### config.mk
export PLATFORM = sky130hd
export DESIGN_NAME = indirect_mem_seq
export DESIGN_NICKNAME = d
export VERILOG_FILES = /design/src/rtl/indirect_mem_seq.sv
export SDC_FILE = /design/constraint.sdc
export NUM_CORES = 1
export LEC_CHECK = 0
export CAP_MARGIN = 20
export CELL_PAD_IN_SITES_DETAIL_PLACEMENT = 1
export CELL_PAD_IN_SITES_GLOBAL_PLACEMENT = 1
export CORE_MARGIN = 2
export CORE_UTILIZATION = 31
export DETAILED_ROUTE_END_ITERATION = 8
export HOLD_SLACK_MARGIN = 0.03
export MAX_ROUTING_LAYER = met4
export PLACE_DENSITY_LB_ADDON = 0.1
export SLEW_MARGIN = 10
export SYNTH_ARGS = -nofsm -noshare
export SYNTH_HDL_FRONTEND = slang
export SYNTH_SLANG_ARGS = --single-unit
### constraint.sdc
create_clock -name clk -period 2.95 [get_ports clk]
set_input_delay 0.59 -clock clk [delete_from_list [all_inputs] [get_ports clk]]
set_output_delay 0.59 -clock clk [all_outputs]
set_load 0.01 [all_outputs]
### src/rtl/indirect_mem_seq.sv
// Indirect memory sequencer for the LC-3b MEM stage.
// Executes LDI (load through a pointer) and STI (store through a pointer)
// as two back-to-back data memory accesses while freezing the pipeline.
//
// Memory handshake: a request (dmem_read or dmem_write, with dmem_address,
// dmem_wdata and dmem_byte_enable) is presented and held constant until the
// memory answers with dmem_resp. The request completes on the rising edge
// where dmem_resp is 1, and dmem_rdata is sampled on that edge. dmem_resp is
// ignored whenever no request is outstanding.
module indirect_mem_seq (
    input  logic        clk,
    input  logic        reset,
    input  logic [3:0]  opcode,
    input  logic        valid,
    input  logic [15:0] addr_in,
    input  logic [15:0] store_data,
    input  logic        dmem_resp,
    input  logic [15:0] dmem_rdata,
    output logic        dmem_read,
    output logic        dmem_write,
    output logic [15:0] dmem_address,
    output logic [15:0] dmem_wdata,
    output logic [1:0]  dmem_byte_enable,
    output logic        stall,
    output logic        done,
    output logic [15:0] result,
    output logic [2:0]  dbg_state
);

    localparam logic [3:0] OP_LDI = 4'b1010;
    localparam logic [3:0] OP_STI = 4'b1011;

    typedef enum logic [2:0] {
        IDLE    = 3'd0,
        PTR     = 3'd1,
        DATA_RD = 3'd2,
        DATA_WR = 3'd3,
        DONE    = 3'd4
    } state_t;

    state_t      state;
    state_t      state_next;
    logic        trigger;
    logic [15:0] addr_q;
    logic [15:0] ptr_q;
    logic [15:0] wdata_q;
    logic [3:0]  op_q;

    // Word addresses are always even; the incoming byte-select bit is dropped.
    logic unused_addr_bit;
    assign unused_addr_bit = addr_in[0];

    assign dbg_state = state;

    // A new indirect instruction is accepted only from IDLE.
    always_comb begin
        trigger = 1'b0;
        if (state == IDLE && valid && (opcode == OP_LDI || opcode == OP_STI)) begin
            trigger = 1'b1;
        end
    end

    // Next-state selection; each memory state waits for dmem_resp.
    always_comb begin
        state_next = state;
        case (state)
            IDLE: begin
                if (trigger) state_next = PTR;
            end
            PTR: begin
                if (dmem_resp) state_next = (op_q == OP_LDI) ? DATA_RD : DATA_WR;
            end
            DATA_RD: begin
                if (dmem_resp) state_next = DONE;
            end
            DATA_WR: begin
                if (dmem_resp) state_next = DONE;
            end
            DONE: begin
                state_next = IDLE;
            end
            default: begin
                state_next = IDLE;
            end
        endcase
    end

    // Memory request and pipeline control outputs, forced quiet while reset is high.
    always_comb begin
        dmem_read        = 1'b0;
        dmem_write       = 1'b0;
        dmem_address     = 16'h0000;
        dmem_wdata       = 16'h0000;
        dmem_byte_enable = 2'b00;
        stall            = 1'b0;
        done             = 1'b0;
        if (!reset) begin
            case (state)
                IDLE: begin
                    stall = trigger;
                end
                PTR: begin
                    dmem_read    = 1'b1;
                    dmem_address = addr_q;
                    stall        = 1'b1;
                end
                DATA_RD: begin
                    dmem_read    = 1'b1;
                    dmem_address = ptr_q;
                    stall        = 1'b1;
                end
                DATA_WR: begin
                    dmem_write       = 1'b1;
                    dmem_address     = ptr_q;
                    dmem_wdata       = wdata_q;
                    dmem_byte_enable = 2'b11;
                    stall            = 1'b1;
                end
                DONE: begin
                    done = 1'b1;
                end
                default: begin
                    stall = 1'b0;
                end
            endcase
        end
    end

    // State register and operand/pointer/result capture.
    always_ff @(posedge clk) begin
        if (reset) begin
            state   <= IDLE;
            addr_q  <= 16'h0000;
            ptr_q   <= 16'h0000;
            wdata_q <= 16'h0000;
            op_q    <= 4'h0;
            result  <= 16'h0000;
        end else begin
            state <= state_next;
            if (trigger) begin
                addr_q  <= {addr_in[15:1], 1'b0};
                wdata_q <= store_data;
                op_q    <= opcode;
            end
            if (state == PTR && dmem_resp) begin
                ptr_q <= {dmem_rdata[15:1], 1'b0};
            end
            if (state == DATA_RD && dmem_resp) begin
                result <= dmem_rdata;
            end
        end
    end

endmodule

# --- After elaboration in Yosys (flattened, before gate mapping) ---
# Cells that the tools add are included.
op_classes:
  eq_ne: 10
  muxes: 20
  reduce_logical: 10
op_table:
  columns: ["cell", "n"]
  rows:
  - ["$mux 16", 3]
  - ["$pmux 16 s2", 1]
  - ["$eq 4x4->1 const B", 3]
  - ["$mux 1", 9]
  - ["$mux 3", 3]
  - ["$pmux 3 s3", 1]
  - ["$eq 3x2->1 const B", 2]
  - ["$logic_and 1x1->1", 4]
  - ["$mux 2", 2]
  - ["$ne 2x2->1 const B", 2]
  - ["$reduce_or 2->1", 2]
  - ["$eq 3x1->1 const B", 1]
  - ["$eq 3x3->1 const B", 1]
  - ["$logic_not 3->1", 1]
  - ["$reduce_and 3->1", 1]
  - ["$reduce_or 3->1", 1]
  - ["$ne 2x1->1 const B", 1]
  - ["$pmux 1 s2", 1]
  - ["$logic_or 1x1->1", 1]
totals:
  ff_bits: 69
  input_bits: 56
  out_inout_bits: 57
  word_cells: 46

# --- Depth between registers and ports, before layout ---
# Gate-level depths: netlist of the first run.
depth:
  word_depth: 6
  mapped_depth: 6
  mapped_depth_nobuf: 3

# --- Worst setup path before layout of the first run ---
# Ideal clock, no wire load.
synth_timing:
  kind: "input port to output port"
  startpoint: "input port reset"
  endpoint: "output port dmem_address[10]"
  t_arrival_ps: 1645
  required_time_ps: 2360
  setup_slack_ps: 715
  path_stages: 6
  path_buffers: 3
  cell_sequence: "clkbuf_1 -> or2_1 -> buf_6 -> nor3b_4 -> buf_6 -> a22o_1"
synth_between:
  elab_chain_len: 1
synth_lines:
  columns: ["element", "line", "source"]
  rows:
  - ["start, declared", "12", "input logic reset,"]
  - ["$mux 16", "97", "if (!reset) begin"]
  - ["end, declared", "21", "output logic [15:0] dmem_address,"]
# Every way passes these cells.

# --- Worst setup path in the final report of the first run ---
layout_timing:
  startpoint: "input port reset"
  endpoint: "output port dmem_address[7]"
# The elaborated chain is that of the path after synthesis.

==> flow_results.org, run 1 <==
** Yosys
- When the netlist entered floorplanning its net count stood at 420.
- The synthesized design spends more area on one cell type than any other, namely dfxtp_1.
- Yosys printed 0 warnings.
- In this run, distinct cell masters in the synthesized netlist total 36.
- After synthesis the cells add up to 3050 um^2.
- Avg Synthesized Cell Area :: 8.37 um^2
- After synthesis, the largest area contributor takes up 45.4% of total cell area.
- Cell types with the highest counts after synthesis :: dfxtp_1 (69), a21oi_1 (67), nand2_1 (64)
- The most used flip-flop cell after synthesis is dfxtp_1.
- Top cells by area in the synthesized netlist :: dfxtp_1 (45%), a21oi_1 (11%), nand4b_1 (9.5%)
- Of all flip-flops after synthesis, the portion carrying an async set or reset was 0%.
- Yosys instantiated no cell more often than dfxtp_1.
- In this run, synthesis produced a sequential element count of 69.
- The synthesized design contains 0 enable-type register cells.
- Synthesis handed over a netlist of 364 instances.
- Of the synthesized area, sequential elements account for 45.4%.

** Job
- Number of maximum-capacitance violations :: 0

** STA
- Setup slack closes at 0.176 ns.
- Across all hold checks on the routed design, the worst slack comes to 0.454 ns.
- Count of endpoints failing setup in the final report :: 0
- Headroom to the max-slew limit came out at 32.2%.
- The worst path uses 94.0% of the clock period.
- On the final layout, the worst clock skew is 0.00765 ns.
- Final Hold Fails :: 0
- Setup repair after global routing left no endpoint under its margin.
- The worst path needs 2.77 ns of the cycle, external delays included.
- At the pin with the least slew margin, the transition time is 1.02 ns.
- Final Max Tran Viols :: 0
- In the final timing run, aggregate negative setup slack is 0 ns.
- Maximum frequency from static timing analysis :: 0.361 GHz

** Critical path
- The worst register-to-register path has a depth of 4.
- STA classifies the critical path startpoint as a primary input.
- Beginning of the worst register-to-register path :: dbg_state[1]
- Critical path fanouts, max :: 15
- Critical R2R Capture :: addr_q[11]
- Slowest Stage Delay on Critical Path :: 0.54 ns
- Path type of the worst setup path :: in2out
- STA puts the critical path data arrival time at 2.18 ns.
- The worst register-to-register path has a setup slack of 0.91 ns.
- The largest individual stage delay along the critical path comes from the cell clkdlybuf4s50_1.
- Traced cell by cell, the critical path runs through buf_2 -> or2_1 -> nor3b_4 -> buf_12 -> a22o_1 -> clkdlybuf4s50_1.
- Cell family with most CP delay :: buffers and inverters
- Data on the critical path is required at its endpoint by 2.36 ns.
- Crit path buf inv count :: 3
- The worst setup path is captured at a primary output.

** Floorplan
- The core region is 9640 um^2.
- The die is 103 um tall.
- The die covers 10,600 um^2.
- Initial standard-cell utilization of the core :: 31.6%
- The floorplan has 36 rows.
- From left edge to right edge, the die measures 103 um.
- I/O pin count :: 113

** Detailed routing
- Via total after detailed routing :: 2,954
- Antenna violation net count after detailed routing :: 0
- Router iterations before antenna repair :: 4
- After detailed routing, the average wire length per cell comes to 15.4 um.
- DRC violation count after routing :: 0
- Violation count after the first detailed-routing iteration :: 118
- Dividing the detail-routed via count by the number of cells gives 4.95.
- Routed WL :: 9180 um

** CTS
- Clock-pin transition on the worst setup and hold timing paths :: 0.08 ns
- Number of sinks driven by the clock tree :: 69
- Post-CTS repair changed the size of 0 cells.
- The cell sitting at the root of the clock tree is a clkbuf_8.
- Post-CTS timing repair inserted 0 buffers for setup.
- The clock tree synthesis step divided the H-tree into 3 levels.
- Counting along the longest clock path gives a buffer depth of 2.
- TritonCTS built the clock tree.
- Clock tree synthesis inserted a total of 9 buffers.
- Hold repair after CTS inserted 0 buffers.
- Latest clock arrival within the worst-skew pair :: 0.34 ns

** Min path
- Endpoint of the worst hold-timing path :: result[12]
- In this run the most critical hold path is launched from result[12].
- Counting instances, the worst hold path has a depth of 2.
- The path class of the tightest hold or removal check is reg2reg.

** Power
- IR analysis of the VDD net gives a maximum drop of 0.189 mV.
- For this design the static power due to leakage is 0.00143 uW.
- In this run the power density over the cells is 431 nW/um^2.

** Global route
- Tot GR Track Use :: 18.0%
- Number of antenna violations at the first check in global routing :: 0
- The first global-routing pass estimated 14,400 um of wire.
- Via count of the first global-routing pass :: 2,899
- Entering global routing, the biggest net connects 68 pins.
- Overall overflow remaining after global route :: 0

** Finish
- At the end of the flow, the number of nets in the layout was 515.
- FILL cells :: 1,190
- The area growth from synthesis to layout is 45.4%.
- Ant. Diodes :: 0
- In the final layout, the share of cells above drive strength 1 is 7.97%.
- Final cell area excluding filler cells :: 4430 um^2

** Status
- The flow ran to the end, and the final reports show no timing, DRC or antenna violations.

** Placement
- Worst setup slack after placement :: 0.159 ns
- Detailed placement finished with a half-perimeter wire length of 6000 um.
- Buffers added on ports :: 110
- Post-place instance area :: 4240 um^2
- The congestion estimate from routability-driven global placement came to 0.731.
-- logic make-up after synthesis --
family,count (synthesis),share of synthesized area [%]
AOI/OAI and AO/OA,117,21.4
and+or+nand+nor,133,26.1
other,1,0.123
DFF,69,45.4
xor gates and xnor gates,1,0.288
buffers and inverters,43,6.74
-- tightest hold or removal path: cells and delay by family, from the launching register on --
| kind | cells | cell delay (ns) |
|---|---|---|
| and+or+nand+nor | 1 | 0.05 |
| AOI/OAI and AO/OA | 1 | 0.05 |
| DFF | 1 | 0.31 |
-- layer usage --
layer | track usage (%) | wire, um
met2 | 28.7 | 4260
met4 | 5.67 | 133
met3 | 4.95 | 493
met1 | 22.0 | 4290
met5 | - | 0
-- where the power goes --
part           switching (uW)  internal (uW)  total, uW  leakage [uW]
Sequential               12.0            948        960      0.000557
Combinational            88.6           96.7        185      0.000780
Clock                     373            389        762     0.0000923
-- area by class of cell --
class                      count  area, um^2  area share (%)
clock inverter                 6        63.8            1.44
timing repair buffer         124        1210            27.4
multi-input combinational    252        1470            33.1
clock buffer                  10         128            2.88
sequential                    69        1380            31.2
tap                          133         166            3.76
inverter                       3        11.3           0.254
-- worst max-delay path by stage --
stage            startpoint          endpoint  slack (ns)  cells past startpoint
2_1_floorplan         reset  dmem_address[10]        0.72                      6
3_3_place_gp          reset   dmem_address[7]        0.16                      6
3_5_place_dp          reset   dmem_address[7]        0.16                      6
4_1_cts        dbg_state[0]   dmem_address[7]        0.14                      4
5_1_grt        dbg_state[0]   dmem_address[3]        0.04                      4
6_report              reset   dmem_address[7]        0.18                      6
-- state kept, by name (all words and copies together) (netlist names) --
| name | flops |
|---|---|
| dbg_state | 3 |
| addr_q | 15 |
| result | 16 |
| ptr_q | 15 |
| op_q | 4 |
| wdata_q | 16 |
-- through the flow --
step	total power [uW]	cells	utilization, %
detailed placement	1170	581	44.0
finish	1910	597	46.0
global placement	1170	581	44.0
global route	1990	597	46.0
floorplan	1060	364	-
CTS	1940	597	46.0
-- placed cells by master, fill, tap and decap left out, types with 2 or more instances in the layout --
cell	count
nand4b_1	33
clkinv_2	2
a22o_1	15
and2_1	16
nand4bb_1	2
inv_1	3
clkdlybuf4s50_1	109
nand2_1	64
nor2_2	3
a21oi_1	67
dfxtp_1	69
clkinvlp_4	2
o21ai_0	32
buf_4	13
clkbuf_8	9
No activity file was read; power rests on OpenSTA's default activity.
==> run 2: changes to the inputs <==
--- a/config.mk
+++ b/config.mk
@@ -14,6 +14,7 @@
 export HOLD_SLACK_MARGIN = 0.03
 export MAX_ROUTING_LAYER = met4
 export PLACE_DENSITY_LB_ADDON = 0.1
+export RECOVER_POWER = 50
 export SLEW_MARGIN = 10
 export SYNTH_ARGS = -nofsm -noshare
 export SYNTH_HDL_FRONTEND = slang
==> run 2 against run 1 <==
  * Sequential power hardly changed
  * Critical path depth stayed put
  * Sequential share of layout area is 0.13 points higher
  * Register-to-register slack worse by 0.11 ns
  * Die area stayed put
  * Non-clock buffer count stayed put
  * Cell count stayed put
  * Highest routed layer unchanged
==> flow_results.org, run 2 (synthesis gave the netlist of run 1 again) <==
** CTS
- Latest clock arrival within the worst-skew pair :: 0.34 ns
- TritonCTS clock tree :: yes
- In this run the clock root is driven by a clkbuf_8.
- After clock tree synthesis, the clock-pin slew on the worst setup and hold paths is 0.08 ns.
- Clock buffer depth :: 2
- The number of hold buffers added after CTS was 0.
- Number of sinks driven by the clock tree :: 69
- The number of gates resized after CTS was 0.
- CTS buffer count :: 9
- CTS H-tree lvls :: 3
- Buffers added to address setup during post-CTS repair amount to 0.

** STA
- Maximum frequency from static timing analysis :: 0.360 GHz
- After layout, the worst path uses 94.1% of the clock period.
- The number of hold-slack violations in the final timing report was 0.
- Clock skew after layout :: 0.00750 ns
- Setup repair after global routing left no endpoint under its margin.
- Final min period :: 2.78 ns
- Adding up every negative setup slack in the final design gives 0 ns.
- For the pin with the worst max-slew slack, the measured transition is 1.01 ns.
- Final Max Tran Viols :: 0
- Setup violations remaining at the end of the flow were counted as 0.
- Worst relative slew slack :: 32.6%

** Finish
- The largest registers in the layout are result (16), wdata_q (16).
- The library cell used most frequently in the layout, excluding fill and tap cells, is clkdlybuf4s50_1.
- The net count of the finished layout is 515.
- FILL cells :: 1,193
- Layout-stage area growth over the synthesis result :: 44.8%
- The repair_antennas step left the layout with diodes totalling 0.
- Commonest cells after routing, fill and taps aside :: clkdlybuf4s50_1 (92), dfxtp_1 (69), a21oi_1 (67), nand2_1 (64), nand4b_1 (33)
- Fraction of layout cells with a size suffix above 1 :: 6.90%

** Detailed routing
- Average detailed-routed wire length per instance :: 15.3 um
- DRC violation count after routing :: 0
- In this run, the number of DRC markers left after iteration 0 of detailed routing was 110.
- Via count normalized by instance count :: 4.94
- Via total after detailed routing :: 2,947
- Antenna violation net count after detailed routing :: 0
- Routed WL :: 9110 um
- The pre-antenna-repair detailed-routing pass consisted of 4 iterations.

** Power
- In this run the static leakage power is 0.00148 uW.
- IR analysis of the VDD net gives a maximum drop of 0.188 mV.
- For this design the ratio of total power to cell area is 432 nW/um^2.
- Total power :: 1900 uW

** Min path
- The min-delay analysis places its worst path in the category reg2reg.

** Placement
- Buffers added on ports :: 110
- Post-detail-place hpwl :: 6000 um
- Routability-driven placement finished with a final weighted congestion of 0.731.

** Global route
- Overall overflow remaining after global route :: 0
- Maximum number of pins on one net before global-route repair :: 68
- Global routing consumed, on the met2 layer, 28.7% of the routing resources.
- Global routing used 4.95% of the available met3 tracks.
- Via count of the first global-routing pass :: 2,899
- The first global-routing pass estimated 14,400 um of wire.
- Met1 usage :: 22.0%
- In this run the most used layer during global routing was met2.
- The initial antenna violation count is 0.
- Tot GR Track Use :: 18.0%

** Critical path
- Path type of the worst setup path :: in2out
- STA puts the critical path data required time at 2.36 ns.
- STA puts the critical path data arrival time at 2.19 ns.
- In this run the worst path has a maximum fanout of 15.
- STA classifies the critical path endpoint as a primary output.
- STA classifies the critical path startpoint as a primary input.

** Status
- Result of the run :: complete, no violations

** Floorplan
- In this run the count of I/O pins placed on the die edge is 113.
- Number of core rows :: 36
- Initial standard-cell utilization of the core :: 31.6%
- Die X-Extent :: 103 um
- In this run the vertical extent of the chip is 103 um.
- The floorplan step defined a die boundary enclosing 10,600 um^2.
- The total area inside the core boundary comes to 9640 um^2.

** Job
- Max-cap violations in this run came to 0.
[run 2: path summary, 6_finish.rpt]
check	endpoint	slack, ns	from	depth (start not counted)
max	dmem_address[7]	0.17	reset	6
min	result[12]	0.45	result[12]	2
max reg2reg	wdata_q[5]	0.80	dbg_state[1]	4
min reg2reg	result[12]	0.45	result[12]	2
[run 2: power by group]
group	total [uW]	switching (uW)	internal, uW	leakage (uW)
sequential	959	11.6	948	0.000557
clock	762	373	389	0.0000923
combinational	182	88.2	94.2	0.000829
[run 2: layer usage]
| metal | up-vias | part of all wire (%) |
|---|---|---|
| met5 | - | 0 |
| met1 | 1389 | 47 |
| met3 | 11 | 5.5 |
| li1 | 1470 | - |
| met2 | 77 | 46 |
| met4 | 0 | 1.5 |
[run 2: through the flow]
step	util (%)	instance area (um^2)	cells	hold slack [ns]	setup slack [ns]
floorplan	-	3050	364	0.426	0.715
global placement	44.0	4240	581	0.436	0.161
detailed placement	44.0	4240	581	0.448	0.159
CTS	46.0	4430	597	0.459	0.137
global route	45.8	4410	597	0.472	0.0754
finish	45.8	4410	597	0.451	0.174
[run 2: layout make-up]
cell class                 instances  area [um^2]  share of cell area [%]
timing repair buffer             124         1200                    27.3
clock buffer                      10          128                    2.89
clock inverter                     6         63.8                    1.45
multi-input combinational        252         1460                    33.0
tap                              133          166                    3.77
sequential                        69         1380                    31.3
inverter                           3         11.3                   0.255
[run 2: worst max-delay path, cell delays in order]
cell and delay (ns):
buf_2 0.12, or2_1 0.35, nor3b_4 0.27, buf_12 0.17
a22o_1 0.14, clkdlybuf4s50_1 0.54
==> run 3: changes to the inputs <==
--- a/config.mk
+++ b/config.mk
@@ -11,6 +11,7 @@
 export CORE_MARGIN = 2
 export CORE_UTILIZATION = 31
 export DETAILED_ROUTE_END_ITERATION = 8
+export GPL_ROUTABILITY_DRIVEN = 0
 export HOLD_SLACK_MARGIN = 0.03
 export MAX_ROUTING_LAYER = met4
 export PLACE_DENSITY_LB_ADDON = 0.1
==> results of run 3 <==
Same layout as run 2: the final DEF is identical, and so are final timing and power.
==> edit, RTL diff (config.mk and constraints of run 1) <==
Make the reset (`reset`) asynchronous in one clocked block.
--- a/src/rtl/indirect_mem_seq.sv
+++ b/src/rtl/indirect_mem_seq.sv
@@ -129,3 +129,3 @@
     // State register and operand/pointer/result capture.
-    always_ff @(posedge clk) begin
+    always_ff @(posedge clk or posedge reset) begin
         if (reset) begin
Check against the original RTL: differs if reset is asserted again (counterexample within 4 cycles, from zero or initial values and one cycle with reset high); with reset held inactive, the same outputs for 10 cycles.
==> edit against run 1 <==
  * Routed wire length decreased by 20%
  * Synthesized area increased by 2.1%
  * Worst setup slack got worse by 0.050 ns
  * Count of clock-buffer cells in the layout unchanged
  * Critical endpoint is now dmem_wdata[8]
  * Cell area increased by 1.9%
  * Sequential cell count unchanged
Power is not compared: it rests on default switching activity, and its combinational part moved more than twofold at a synthesized area within 25%.
==> edit: results (changes against run 1) <==
- Status: complete, no violations
- DP Worst Slack: -0.122 ns (-0.281 ns)
- Critical-path top delay cell: clkdlybuf4s50_1
- Synth top cells by count: dfrtp_1, mux2_2, mux2_4, and2_1, nor2_1
- Largest net degree at the start of global routing: 70 (+2.9%)
- Number of H-tree levels: 3 (unchanged)
- CTS resizes: 1 (+1)
- Antenna diodes: 0 (unchanged)
- Async SR Flop Fraction: 1.00 (+1.00)
- GR Util met1: 0.187 (-0.0338)
- CTS root buffer: clkbuf_8
- CP delay by family, top: buffers and inverters
- Buffers on Ports: 110 (unchanged)
- Peak VDD IR: 0.364 mV
- Worst-path clk slew: 0.08 ns (about the same)
- Final wirelength: 7390 um (-20%)
- Final #Nets: 387 (-25%)
- Max_slew headroom: 0.398 (+0.0762)
- Slowest stage delay, CP: 0.53 ns
- Iter 0 DRT Violations: 62 (-47%)
- Compound-Gate Fraction of Synth Area: 0.0415 (-0.172)
- Critical path fanouts, max: 19 (+4)
- Initial antenna violation count: 0 (unchanged)
- Met3 track utilization from global routing: 0.0395 (-0.0100)
- M2 GR Usage: 0.232 (-0.0551)
- Post-Place Cells: 453 (-22%)
- GPL Wtd Cong: 0.721 (-1.3%)
- Sequential element share of the synthesized area: 0.556 (+0.102)
- Pre-antenna DRT Iters: 4 (unchanged)
- Hpwl dp: 5020 um (-16%)
- Setup bufs post-CTS: 0 (unchanged)
- Clock Latency Late Sink: 0.35 ns
- Clock buffer depth: 2 (unchanged)
- Syn avg cell area: 14.2 um2 (+70%)
- Syn nets: 275 (-35%)
- Ys Warns: 0 (unchanged)
- Post-Synth Adder-Cell Area: 0 (unchanged)
- Vias: 2148 (-27%)
- Global-route wire length before repair: 12300 um (-14%)
- GRT Overall Usage: 0.150 (-0.0299)
- # setup viols final: 0 (unchanged)
- Largest regs: result (16), wdata_q (16)
- Post-DR wirelength/cell: 15.8 um (+2.7%)
- Clock Skews: 0.0130 ns (+0.00537 ns)
- Leak: 1.96 nW
- Vias in the first global route: 2317 (-20%)
- Post-Synth XOR/XNOR Area: 0.00282 (-0.0000579)
- Synth cell types: 25 (-31%)
- CP Data Arrival Time: 2.23 ns (+0.05 ns)
- Synth area leaders: dfrtp_1, mux2_2, mux2_4, and2_1, a22oi_1
- Layout cell share with drive strength beyond 1: 0.304 (+0.225)
- CTS Buf Count: 9 (unchanged)
- Multiplexer share of the synthesized area: 0.263 (+0.263)
- Hold Path Class: flip-flop to flip-flop
edit: logic make-up after synthesis:
| family | after synthesis |
|---|---|
| and+or+nand+nor | 47 |
| other | 1 |
| DFF | 69 |
| muxes | 64 |
| buffers and inverters | 20 |
| AOI/OAI and AO/OA | 17 |
| xor gates and xnor gates | 1 |
edit: metrics by stage:
stage               hold slack [ns]  area (um2)  total power [mW]
floorplan                     0.425        3160              2.56
global placement              0.443        4340              3.20
detailed placement            0.448        4340              3.24
CTS                           0.470        4510              3.97
global route                  0.492        4510              4.17
finish                        0.464        4510              3.90
edit: path summary, 6_finish.rpt:
kind,start,to,slack [ns],cells after the start
max,reset,dmem_wdata[8],0.13,5
min,op_q[3],op_q[3],0.46,1
max reg2reg,dbg_state[2],ptr_q[10],0.95,5
min reg2reg,op_q[3],op_q[3],0.46,1
max in group asynchronous,reset,addr_q[13],1.33,4
min in group asynchronous,reset,wdata_q[14],1.02,4
edit: final cells by class:
| class | count | area (um2) |
|---|---|---|
| timing repair buffer | 119 | 1180 |
| multi-input combinational | 130 | 1250 |
| clock inverter | 5 | 36.3 |
| inverter | 2 | 11.3 |
| tap | 133 | 166 |
| clock buffer | 10 | 138 |
| sequential | 69 | 1730 |
| fill | 1053 | 5260 |
edit: routing by layer:
| metal | wire length, um | share of wire |
|---|---|---|
| met5 | 0 | 0 |
| met4 | 104 | 0.014 |
| met3 | 409 | 0.055 |
| met2 | 3490 | 0.47 |
| met1 | 3390 | 0.46 |
edit: report_power, final:
part,total [mW],switching (mW),internal (mW)
combinational,1.56,0.551,1.01
clock,0.686,0.362,0.324
sequential,1.65,0.259,1.40
edit: worst reg2reg max path, cell delays in order, from the launching register on:
cell	delay (ns)
dfrtp_1	0.47
nor3b_2	0.21
buf_4	0.27
and2_1	0.34
buf_4	0.26
mux2_2	0.35
